<file path="config.mk">
export PLATFORM = sky130hd
export DESIGN_NAME = jump_target_predictor_flat
export DESIGN_NICKNAME = d
export VERILOG_FILES = /design/src/rtl/jump_target_predictor_pkg.sv /design/src/rtl/jump_target_predictor_if.sv /design/src/rtl/jtp_ras.sv /design/src/rtl/jump_target_predictor.sv /design/src/flat_wrapper.sv
export SDC_FILE = /design/constraint.sdc
export NUM_CORES = 1
export LEC_CHECK = 0
export CAP_MARGIN = 10
export CORE_MARGIN = 2
export CORE_UTILIZATION = 42
export CTS_CLUSTER_DIAMETER = 200
export DETAILED_ROUTE_END_ITERATION = 10
export HOLD_SLACK_MARGIN = 0.06
export SLEW_MARGIN = 20
export SYNTH_ARGS = -nofsm -noshare
export SYNTH_HDL_FRONTEND = slang
export SYNTH_SLANG_ARGS = --single-unit
</file>
<file path="constraint.sdc">
create_clock -name clk -period 12.19 [get_ports clk]
set_clock_uncertainty 0.15 [all_clocks]
set_input_delay 1.219 -clock clk [delete_from_list [all_inputs] [get_ports clk]]
set_output_delay 1.219 -clock clk [all_outputs]
set_load 0.03 [all_outputs]
</file>
<file path="src/rtl/jump_target_predictor_pkg.sv">
// -----------------------------------------------------------------------------
// jtp_pkg
// Shared definitions for the jump target predictor:
//   - jump_type_e : encodings carried on i_type
//   - chkpt_t     : {tos, count} return-stack checkpoint for the default
//                   eight-entry stack (packed layout matches o_chkpt)
// -----------------------------------------------------------------------------
package jtp_pkg;

    typedef enum logic [2:0] {
        JAL  = 3'd1,
        BR   = 3'd2,
        JALR = 3'd3,
        CALL = 3'd4,
        RET  = 3'd5
    } jump_type_e;

    localparam int unsigned DEF_RAS_DEPTH = 8;
    localparam int unsigned DEF_PTR_W     = $clog2(DEF_RAS_DEPTH);

    // tos sits in the upper bits, count (0..depth) in the lower bits
    typedef struct packed {
        logic [DEF_PTR_W-1:0] tos;
        logic [DEF_PTR_W:0]   count;
    } chkpt_t;

endpackage

</file>
<file path="src/rtl/jump_target_predictor_if.sv">
// -----------------------------------------------------------------------------
// jump_target_predictor_if
// Request / response / redirect / training bundle of the predictor.
//   slave  : predictor side (i_* in, o_* out)
//   master : fetch/backend side (i_* out, o_* in)
// -----------------------------------------------------------------------------
interface jump_target_predictor_if #(
    parameter int XLEN  = 32,
    parameter int CHK_W = 7
);
    logic             i_valid;
    logic [2:0]       i_type;
    logic [XLEN-1:0]  i_pc;
    logic [XLEN-1:0]  i_jaddr;
    logic [XLEN-1:0]  i_retAddr;
    logic             o_valid;
    logic [XLEN-1:0]  o_nextPc;
    logic             o_hit;
    logic [CHK_W-1:0] o_chkpt;
    logic             i_redirect;
    logic [XLEN-1:0]  i_redirectPc;
    logic [CHK_W-1:0] i_redirectChkpt;
    logic             i_updValid;
    logic [XLEN-1:0]  i_updPc;
    logic [XLEN-1:0]  i_updTarget;

    modport slave (
        input  i_valid, i_type, i_pc, i_jaddr, i_retAddr,
        input  i_redirect, i_redirectPc, i_redirectChkpt,
        input  i_updValid, i_updPc, i_updTarget,
        output o_valid, o_nextPc, o_hit, o_chkpt
    );

    modport master (
        output i_valid, i_type, i_pc, i_jaddr, i_retAddr,
        output i_redirect, i_redirectPc, i_redirectChkpt,
        output i_updValid, i_updPc, i_updTarget,
        input  o_valid, o_nextPc, o_hit, o_chkpt
    );
endinterface

</file>
<file path="src/rtl/jtp_ras.sv">
// -----------------------------------------------------------------------------
// jtp_ras
// Circular return-address stack.
//   clk, rst          : clock, async active-low reset (clears tos/count)
//   i_push/i_pop      : push i_push_data / pop top (push wins if both)
//   i_restore         : load {tos,count} from i_restore_chkpt (highest priority)
//   o_top             : entry at tos
//   o_empty           : count == 0
//   o_chkpt           : current {tos, count}
// -----------------------------------------------------------------------------
module jtp_ras #(
    parameter int XLEN      = 32,
    parameter int RAS_DEPTH = 8,
    parameter int PTR_W     = $clog2(RAS_DEPTH),
    parameter int CHK_W     = 2*PTR_W+1
)(
    input  logic             clk,
    input  logic             rst,
    input  logic             i_push,
    input  logic             i_pop,
    input  logic             i_restore,
    input  logic [CHK_W-1:0] i_restore_chkpt,
    input  logic [XLEN-1:0]  i_push_data,
    output logic [XLEN-1:0]  o_top,
    output logic             o_empty,
    output logic [CHK_W-1:0] o_chkpt
);
    localparam logic [PTR_W:0] FULL = (PTR_W+1)'(RAS_DEPTH);

    logic [PTR_W-1:0] r_tos;
    logic [PTR_W:0]   r_count;
    logic [XLEN-1:0]  r_stack [RAS_DEPTH];
    logic [PTR_W-1:0] w_tos_inc;

    // power-of-two depth, so pointer arithmetic wraps for free
    assign w_tos_inc = r_tos + PTR_W'(1);

    // Stack pointer and occupancy; a full push overwrites the oldest slot
    always_ff @(posedge clk or negedge rst) begin
        if (!rst) begin
            r_tos   <= '0;
            r_count <= '0;
        end else if (i_restore) begin
            {r_tos, r_count} <= i_restore_chkpt;
        end else if (i_push) begin
            r_tos   <= w_tos_inc;
            r_count <= (r_count == FULL) ? FULL : r_count + (PTR_W+1)'(1);
        end else if (i_pop) begin
            r_tos   <= r_tos - PTR_W'(1);
            r_count <= r_count - (PTR_W+1)'(1);
        end else begin
            r_tos   <= r_tos;
            r_count <= r_count;
        end
    end

    // Entry storage; contents are not reset and not restored on redirect
    always_ff @(posedge clk) begin
        if (i_push && !i_restore) begin
            r_stack[w_tos_inc] <= i_push_data;
        end
    end

    assign o_top   = r_stack[r_tos];
    assign o_empty = (r_count == '0);
    assign o_chkpt = {r_tos, r_count};
endmodule

</file>
<file path="src/rtl/jump_target_predictor.sv">
// -----------------------------------------------------------------------------
// jump_target_predictor
// One-cycle next-PC predictor for the first taken jump of a fetch block.
//   clk, rst : clock, async active-low reset
//   bus      : jump_target_predictor_if.slave
//              request  i_valid/i_type/i_pc/i_jaddr/i_retAddr
//              response o_valid/o_nextPc/o_hit/o_chkpt (all registered)
//              redirect i_redirect/i_redirectPc/i_redirectChkpt
//              training i_updValid/i_updPc/i_updTarget (JALR BTB)
// -----------------------------------------------------------------------------
module jump_target_predictor
    import jtp_pkg::*;
#(
    parameter int XLEN        = 32,
    parameter int RAS_DEPTH   = 8,
    parameter int BTB_ENTRIES = 8,
    parameter int TAG_BITS    = 8,
    parameter int CHK_W       = 2*$clog2(RAS_DEPTH)+1
)(
    input  logic clk,
    input  logic rst,
    jump_target_predictor_if.slave bus
);
    localparam int IDX_W = $clog2(BTB_ENTRIES);

    logic [BTB_ENTRIES-1:0] r_btb_valid;
    logic [TAG_BITS-1:0]    r_btb_tag    [BTB_ENTRIES];
    logic [XLEN-1:0]        r_btb_target [BTB_ENTRIES];

    logic                r_valid;
    logic [XLEN-1:0]     r_next_pc;
    logic                r_hit;
    logic [CHK_W-1:0]    r_chkpt;

    logic [IDX_W-1:0]    w_lk_idx, w_upd_idx;
    logic [TAG_BITS-1:0] w_lk_tag, w_upd_tag;
    logic                w_btb_hit;
    logic [XLEN-1:0]     w_pc_plus4;
    logic                w_accept;
    logic                w_push, w_pop, w_hit;
    logic [XLEN-1:0]     w_next_pc;
    logic [XLEN-1:0]     w_ras_top;
    logic                w_ras_empty;
    logic [CHK_W-1:0]    w_ras_chkpt;
    logic                w_unused_upd;

    assign w_lk_idx   = bus.i_pc[2 +: IDX_W];
    assign w_lk_tag   = bus.i_pc[2+IDX_W +: TAG_BITS];
    assign w_upd_idx  = bus.i_updPc[2 +: IDX_W];
    assign w_upd_tag  = bus.i_updPc[2+IDX_W +: TAG_BITS];
    assign w_pc_plus4 = bus.i_pc + XLEN'(3'd4);
    assign w_accept   = bus.i_valid & ~bus.i_redirect;
    // registered BTB read: a same-cycle write is seen only from the next cycle
    assign w_btb_hit  = r_btb_valid[w_lk_idx] && (r_btb_tag[w_lk_idx] == w_lk_tag);
    assign w_unused_upd = ^bus.i_updPc;

    jtp_ras #(
        .XLEN      (XLEN),
        .RAS_DEPTH (RAS_DEPTH),
        .CHK_W     (CHK_W)
    ) u_ras (
        .clk             (clk),
        .rst             (rst),
        .i_push          (w_push),
        .i_pop           (w_pop),
        .i_restore       (bus.i_redirect),
        .i_restore_chkpt (bus.i_redirectChkpt),
        .i_push_data     (bus.i_retAddr),
        .o_top           (w_ras_top),
        .o_empty         (w_ras_empty),
        .o_chkpt         (w_ras_chkpt)
    );

    // BTB valid bits, cleared by reset; training is independent of redirect
    always_ff @(posedge clk or negedge rst) begin
        if (!rst) begin
            r_btb_valid <= '0;
        end else if (bus.i_updValid) begin
            r_btb_valid[w_upd_idx] <= 1'b1;
        end else begin
            r_btb_valid <= r_btb_valid;
        end
    end

    // BTB tag/target payload
    always_ff @(posedge clk) begin
        if (bus.i_updValid) begin
            r_btb_tag[w_upd_idx]    <= w_upd_tag;
            r_btb_target[w_upd_idx] <= bus.i_updTarget;
        end
    end

    // Target selection and stack control for an accepted request
    always_comb begin
        w_push    = 1'b0;
        w_pop     = 1'b0;
        w_hit     = 1'b1;
        w_next_pc = bus.i_jaddr;
        if (w_accept) begin
            case (jump_type_e'(bus.i_type))
                CALL: begin
                    w_push = 1'b1;
                end
                RET: begin
                    if (!w_ras_empty) begin
                        w_next_pc = w_ras_top;
                        w_pop     = 1'b1;
                    end else begin
                        w_next_pc = w_pc_plus4;
                        w_hit     = 1'b0;
                    end
                end
                JALR: begin
                    if (w_btb_hit) begin
                        w_next_pc = r_btb_target[w_lk_idx];
                    end else begin
                        w_next_pc = w_pc_plus4;
                        w_hit     = 1'b0;
                    end
                end
                default: begin
                    w_next_pc = bus.i_jaddr;
                end
            endcase
        end else begin
            w_push = 1'b0;
            w_pop  = 1'b0;
        end
    end

    // Registered response; redirect overrides and drops the request
    always_ff @(posedge clk or negedge rst) begin
        if (!rst) begin
            r_valid   <= 1'b0;
            r_next_pc <= '0;
            r_hit     <= 1'b0;
            r_chkpt   <= '0;
        end else if (bus.i_redirect) begin
            r_valid   <= 1'b1;
            r_next_pc <= bus.i_redirectPc;
            r_hit     <= 1'b1;
            r_chkpt   <= bus.i_redirectChkpt;
        end else if (bus.i_valid) begin
            r_valid   <= 1'b1;
            r_next_pc <= w_next_pc;
            r_hit     <= w_hit;
            r_chkpt   <= w_ras_chkpt;
        end else begin
            r_valid   <= 1'b0;
            r_next_pc <= r_next_pc;
            r_hit     <= r_hit;
            r_chkpt   <= r_chkpt;
        end
    end

    assign bus.o_valid  = r_valid;
    assign bus.o_nextPc = r_next_pc;
    assign bus.o_hit    = r_hit;
    assign bus.o_chkpt  = r_chkpt;
endmodule

</file>
<file path="src/flat_wrapper.sv">
// flat-port wrapper written by rule: the top's interface ports become plain ports
module jump_target_predictor_flat import jtp_pkg::*;
#(
    parameter int XLEN        = 32,
    parameter int RAS_DEPTH   = 8,
    parameter int BTB_ENTRIES = 8,
    parameter int TAG_BITS    = 8,
    parameter int CHK_W       = 2*$clog2(RAS_DEPTH)+1
)
  (clk, rst, bus_i_valid, bus_i_type, bus_i_pc, bus_i_jaddr, bus_i_retAddr, bus_i_redirect, bus_i_redirectPc, bus_i_redirectChkpt, bus_i_updValid, bus_i_updPc, bus_i_updTarget, bus_o_valid, bus_o_nextPc, bus_o_hit, bus_o_chkpt);
  jump_target_predictor_if #(.XLEN(XLEN), .CHK_W(CHK_W)) bus_i ();
  input  logic clk;
  input  logic rst;
  input wire logic [$bits(bus_i.i_valid)-1:0] bus_i_valid;
  input wire logic [$bits(bus_i.i_type)-1:0] bus_i_type;
  input wire logic [$bits(bus_i.i_pc)-1:0] bus_i_pc;
  input wire logic [$bits(bus_i.i_jaddr)-1:0] bus_i_jaddr;
  input wire logic [$bits(bus_i.i_retAddr)-1:0] bus_i_retAddr;
  input wire logic [$bits(bus_i.i_redirect)-1:0] bus_i_redirect;
  input wire logic [$bits(bus_i.i_redirectPc)-1:0] bus_i_redirectPc;
  input wire logic [$bits(bus_i.i_redirectChkpt)-1:0] bus_i_redirectChkpt;
  input wire logic [$bits(bus_i.i_updValid)-1:0] bus_i_updValid;
  input wire logic [$bits(bus_i.i_updPc)-1:0] bus_i_updPc;
  input wire logic [$bits(bus_i.i_updTarget)-1:0] bus_i_updTarget;
  output wire logic [$bits(bus_i.o_valid)-1:0] bus_o_valid;
  output wire logic [$bits(bus_i.o_nextPc)-1:0] bus_o_nextPc;
  output wire logic [$bits(bus_i.o_hit)-1:0] bus_o_hit;
  output wire logic [$bits(bus_i.o_chkpt)-1:0] bus_o_chkpt;
  assign bus_i.i_valid = bus_i_valid;
  assign bus_i.i_type = bus_i_type;
  assign bus_i.i_pc = bus_i_pc;
  assign bus_i.i_jaddr = bus_i_jaddr;
  assign bus_i.i_retAddr = bus_i_retAddr;
  assign bus_i.i_redirect = bus_i_redirect;
  assign bus_i.i_redirectPc = bus_i_redirectPc;
  assign bus_i.i_redirectChkpt = bus_i_redirectChkpt;
  assign bus_i.i_updValid = bus_i_updValid;
  assign bus_i.i_updPc = bus_i_updPc;
  assign bus_i.i_updTarget = bus_i_updTarget;
  assign bus_o_valid = bus_i.o_valid;
  assign bus_o_nextPc = bus_i.o_nextPc;
  assign bus_o_hit = bus_i.o_hit;
  assign bus_o_chkpt = bus_i.o_chkpt;
  jump_target_predictor #(.XLEN(XLEN), .RAS_DEPTH(RAS_DEPTH), .BTB_ENTRIES(BTB_ENTRIES), .TAG_BITS(TAG_BITS), .CHK_W(CHK_W)) u_core (.clk(clk), .rst(rst), .bus(bus_i));
endmodule
</file>
* Word level (Yosys, flattened, before mapping)
Memories as Yosys holds them, arrays and structs flattened. Index checks and enable logic that the tools add are counted.
Storage, ports and cells: register bits after elaboration 56, memory bits (writable) 576, memories kept 3
Memory list:
- u_core.r_btb_target | depth 8, width 32, read ports 1, clocked after Yosys merged registers in 0, wr ports 1, RTL line jump_target_predictor.sv:28 | logic [XLEN-1:0] r_btb_target [BTB_ENTRIES];
- u_core.u_ras.r_stack | depth 8, width 32, read ports 1, clocked after Yosys merged registers in 0, wr ports 1, RTL line jtp_ras.sv:32 | logic [XLEN-1:0] r_stack [RAS_DEPTH];
- u_core.r_btb_tag | depth 8, width 8, read ports 1, clocked after Yosys merged registers in 0, wr ports 1, RTL line jump_target_predictor.sv:27 | logic [TAG_BITS-1:0] r_btb_tag [BTB_ENTRIES];
Operators by class: $add $sub $neg 5, $lt $le $gt $ge 3, equal/unequal tests 5, muxes and demuxes 35, bitwise gates (word level) 3, reduce and logical (&&, ||, !) cells 7
Operator list (number):
- $mux W32 | 5
- $pmux W32 S2 | 1
- $add A32 B3 Y32 const B | 1
- $mux W1 | 17
- $mux W4 | 4
- $mux W7 | 2
- $mux W3 | 3
- $eq A8 B8 Y1 | 1
- $lt A3 B4 Y1 const B | 2
- $or A8 B8 Y8 | 1
- $eq A3 B3 Y1 const B | 2
- $add A4 B1 Y4 const B | 1
- $eq A4 B4 Y1 const B | 1
- $logic_not A4 Y1 | 1
- $sub A4 B1 Y4 const B | 1
- $add A3 B1 Y3 const B | 1
- $bmux W1 S3 | 1
- $demux W1 S3 | 1
- $eq A3 B2 Y1 const B | 1
- $ge A3 B1 Y1 const B | 1
- $logic_and A1 B1 Y1 | 3
- $reduce_bool A3 Y1 | 1
- $sub A3 B1 Y3 const B | 1
- $pmux W1 S2 | 1
- other kinds (4) | 4

* Logic depth before layout (Yosys ltp)
depth in word-level cells 8, mapped depth 13

* By module
From an unflattened synthesis, not the netlist that was laid out.
Second synthesis, totals: cells, all modules 1379, area total of the unflattened synthesis 26016.2 µm²
Modules (own cells, without submodules):
- jump_target_predictor | times used 1, cells an instance 931, area each 15695.1 µm², sequential area each 10835.4 µm²
- jtp_ras | times used 1, cells an instance 448, area each 10321.1 µm², sequential area each 7862.5 µm²

* Worst setup path after synthesis
Ideal clock, no wire load.
path type reg-to-reg, start register u_core.u_ras.r_tos[0], end memory u_core.u_ras.r_stack[1][0] (enable), setup time 0.501 ns, arrival 5.310 ns, path slack 6.228 ns, stages on the path, launching flop included 8, buffers on the path 4, clock period less this slack 5.962 ns, cell sequence dfrtp_1 > clkbuf_1 > clkbuf_1 > clkbuf_1 > inv_1 > ha_1 > buf_1 > nor4_1
Between the ends: longest elaborated chain between the ends 1
RTL lines:
- from (decl) | RTL line jtp_ras.sv:30 | logic [PTR_W-1:0] r_tos;
- from (signal assigned) | RTL line jtp_ras.sv:44 | {r_tos, r_count} <= i_restore_chkpt;
- from (signal assigned) | RTL line jtp_ras.sv:46 | r_tos <= w_tos_inc;
- from (signal assigned) | RTL line jtp_ras.sv:49 | r_tos <= r_tos - PTR_W'(1);
- $add A3 B1 Y3 | RTL line jtp_ras.sv:36 | assign w_tos_inc = r_tos + PTR_W'(1);
- to (decl) | RTL line jtp_ras.sv:32
No other way between the ends.

* Final worst setup path
start input bus_i_pc[2], end register u_core.r_next_pc[18], in the netlist u_core.bus.o_nextPc[18]
Between the ends: longest elaborated chain between the ends 8, elaborated cells between the ends (all ways) 13, classes of those cells add/sub: 1; eq/ne: 1; mux: 8; reduce/logical: 1; memory: 2
RTL lines:
- from (decl) | RTL line flat_wrapper.sv:16 | input wire logic [$bits(bus_i.i_pc)-1:0] bus_i_pc;
- branches (longest 4 deep; another with $add A32 B3 Y32)
- $pmux W32 S2 (*) | RTL line jump_target_predictor.sv:100 | case (jump_type_e'(bus.i_type))
- $mux W32 (*) | RTL line jump_target_predictor.sv:99 | if (w_accept) begin
- $mux W32 (*) | RTL line jump_target_predictor.sv:143 | end else if (bus.i_valid) begin
- $mux W32 (*) | RTL line jump_target_predictor.sv:138 | end else if (bus.i_redirect) begin
- to (signal assigned) | RTL line jump_target_predictor.sv:140 | r_next_pc <= bus.i_redirectPc;
- to (signal assigned) | RTL line jump_target_predictor.sv:145 | r_next_pc <= w_next_pc;
- to (signal assigned) | RTL line jump_target_predictor.sv:150 | r_next_pc <= r_next_pc;
- to (decl) | RTL line jump_target_predictor.sv:31 | logic [XLEN-1:0] r_next_pc;
Every way passes the cells marked *. The select of a mux whose other input is x is not followed. A chain may end at the register's enable or synchronous reset.

==> results by group <==
Clock tree
  – Total CTS buffers: 67
  – Worst-path clk slew: 0.06 ns
  – Max Buffers Root-to-Sink: 3
  – Post-CTS setup repair buffer count: 0
  – CTS tree: built
  – Clk_lat worst skew: 0.58 ns
  – H-tree levels: 3
  – Post-CTS resize count: 0
  – Clock root buffer: clkbuf_16
  – Hold-fix buffers at CTS: 0
  – Clock sink count: 632

Power
  – Sw power: 1.09 mW
  – Peak supply drop: 0.0923 mV
  – LEAKAGE: 10.1 nW
  – PD cells: 157 nW/um^2
  – Sequential share of power: between 50 and 60%
  – Clk pwr share: 40.3%
  – Switching share of power: 22.3%
  – Logic pwr share: 9.4%
  – Pwr Total: 4.89 mW
  – Internal: 3.80 mW

Die
  – Placement Rows: 90
  – Core area: ~60000 sq um
  – Initial Utilization: 42.5%
  – Chip height: between 200 and 300 um
  – Die area: 63100 sq um
  – Chip Width: between 200 and 300 um
  – I/O pin cnt: 248

STA
  – Fin. max-slew vios: 0
  – Final hold violation count: 0
  – Final setup vio count: 0
  – Fmax: 183 MHz
  – Slew headroom: 29.9%
  – RSZ-0062 raised after global routing: no
  – Worst-Margin Slew: 1.05 ns
  – Sum Neg Setup Slack: 0 ns
  – Final Cycle Share: between 40% and 50%
  – Final Critical Period: 5.46 ns

Logic synthesis
  – #FFs+latches synth: between 600 and 700
  – Top-area cell type share of the netlist area: between 60% and 70%
  – Async SR Flop Fraction: under 10%
  – Top post-synthesis cells by area: edfxtp_1, mux4_2, dfrtp_1
  – Cell count after synthesis: approximately 1300
  – Post-synth top cells: edfxtp_1, mux4_2, nand2_1
  – Yosys warns: 0
  – Yosys cell types: 49
  – Most common flop cell mapped by yosys: edfxtp_1
  – Area of the mapped netlist: 25600 sq um
  – Sequential area share after synthesis: 72.9%
  – Post-Syn Nets: 1561
  – Syn Area/Cell: 19.0 sq um
  – Most frequent cell after synthesis: edfxtp_1
  – Number of synthesized flops with an enable pin: 576
  – Cell taking the most area after synthesis: edfxtp_1

Drt
  – Vias/cell: 5.75
  – Routed len/inst: 26.7 um
  – WL final: 65200 um
  – Initial DRC Count: 1412
  – DRC violations left: 0
  – DRT Pass-1 Iters: 5
  – Via count: between 10000 and 15000
  – Routed Antenna Nets: 0

Hold path
  – Hold/Removal Path Class: flop to flop

Cells and area
  – Synthesis-to-layout area growth: 21.1%
  – Fin util: around half
  – Nets: ~1800
  – Layout Cells excl Fill: 2440
  – Share of cells above drive strength 1: between 20% and 30%

Global routing
  – Initial antenna violation count: 7
  – Largest net degree at the start of global routing: 61
  – Tot GR Track Use: 20.7%
  – Congestion Overflow GR: 0
  – Global-route wire length before repair: 94000 um
  – Number of global-route vias before repair: 13900

Place
  – IO Port Bufs: 226
  – GP Congestion: between 0.8 and 0.9
  – Placed Cells incl. Taps: 2318
  – Post-detail-place hpwl: between 30000 and 40000 um

Critical path
  – CP endpoint kind: flop
  – Startpoint Class: input pin
  – Data required, critical path: 12.55 ns
  – Arrival time worst endpoint: roughly 5.8 ns
  – Setup CP Type: input pin to flop
  – Worst-path fanout max: 48

Outcome
  – Status: complete, no violations

Job
  – Max Cap Viol: 0
==> cell usage in the layout, fill, tap and decap left out, types with 4 or more instances in the layout <==
master and count:
a31oi_1 4, nor2b_1 4, xnor2_1 25, a21oi_1 51, edfxtp_1 576, nand3_1 14
ha_1 5, o221a_2 14, clkinv_2 8, clkbuf_8 5, clkbuf_16 73, mux4_2 133
nor2_4 6, mux4_1 11, buf_4 39, a211oi_1 11, nor2_1 46, nand2_1 77
nor3_1 8, o22ai_1 11, o221ai_1 9, clkdlybuf4s50_1 223, mux2_2 16, inv_1 7
xor2_1 14, dfrtp_1 53, mux2i_1 49, nor3_2 7, nand2b_1 6, o21ai_0 21
or3_1 7, a221oi_1 31, or2_2 10, clkbuf_1 19, clkinv_1 10, o221ai_2 5
nand4_1 8, and3_1 7
==> final cells by class <==
class	instances	area, sq um
antenna	3	7.51
tap	782	978
fill	4871	29300
inverter	9	33.8
clock buffer	97	1970
multi-input combinational	632	6670
clock inverter	22	161
sequential	632	18700
timing repair buffer	263	2530
==> power by group through the flow <==
stage | Sequential [mW] | Clock (mW) | Combinational (mW)
finish | 2.46 | 1.97 | 0.461
global placement | 2.50 | 0 | 0.460
detailed placement | 2.50 | 0 | 0.464
global route | 2.46 | 2.10 | 0.493
floorplan | 2.52 | 0 | 0.229
CTS | 2.46 | 2.01 | 0.466
==> sequential cells by signal, summed over array words and instances (netlist names) <==
name                  flops
u_core.u_ras.r_count      4
u_core.u_ras.r_tos        3
u_core.r_btb_target     256
u_core.bus.o_hit          1
u_core.bus.o_valid        1
u_core.r_btb_valid        8
u_core.u_ras.r_stack    256
u_core.bus.o_chkpt        7
u_core.bus.o_nextPc      32
u_core.r_btb_tag         64
==> worst max-delay path, cell delays in order <==
cell,delay (ns)
buf_4,0.62
buf_4,0.85
mux4_2,0.63
mux2i_4,0.21
o21ai_1,0.12
a2111oi_4,0.39
nand4_4,0.31
nor2_1,0.89
a221oi_1,0.38
nor2_1,0.16
==> final timing paths <==
check | start | end | slack, ns | depth (start not counted)
worst max-delay path | bus_i_pc[2] | u_core.bus.o_nextPc[18] | 6.73 | 10
max in group asynchronous | rst | u_core.u_ras.r_tos[0] | 10.52 | 2
worst max register to register | u_core.u_ras.r_tos[0] | u_core.u_ras.r_stack[6][18] | 8.08 | 6
worst min register to register | u_core.r_btb_valid[1] | u_core.r_btb_valid[1] | 0.30 | 1
worst min-delay path | u_core.r_btb_valid[1] | u_core.r_btb_valid[1] | 0.30 | 1
min in group asynchronous | rst | u_core.bus.o_nextPc[11] | 0.65 | 2
==> through the flow <==
stage	hold slack (ns)	instance area (sq um)	worst slack, ns
finish	0.303	31100	6.73
global route	0.328	31000	6.39
CTS	0.310	31000	6.64
detailed placement	0.295	28900	6.03
global placement	0.294	28900	6.13
floorplan	0.280	25600	6.23
==> layer usage <==
metal	routed length (um)	part of all wire [%]	vias to the layer above	track usage, %
met1	28500	44	7317	30.0
met4	1310	2.0	8	5.82
li1	-	-	6057	-
met2	30100	46	553	31.4
met5	49	0.075	-	0
met3	5190	8.0	83	4.81
==> logic make-up after synthesis <==
family | count (synthesis) | share of synthesized area [%]
xor+xnor | 39 | 1.33
simple gates | 213 | 3.84
compound gates | 165 | 4.69
fa+ha+maj | 5 | 0.244
flops | 632 | 72.9
buf+inv | 85 | 1.46
mux | 210 | 15.5
Power figures use the tool's default switching activity.
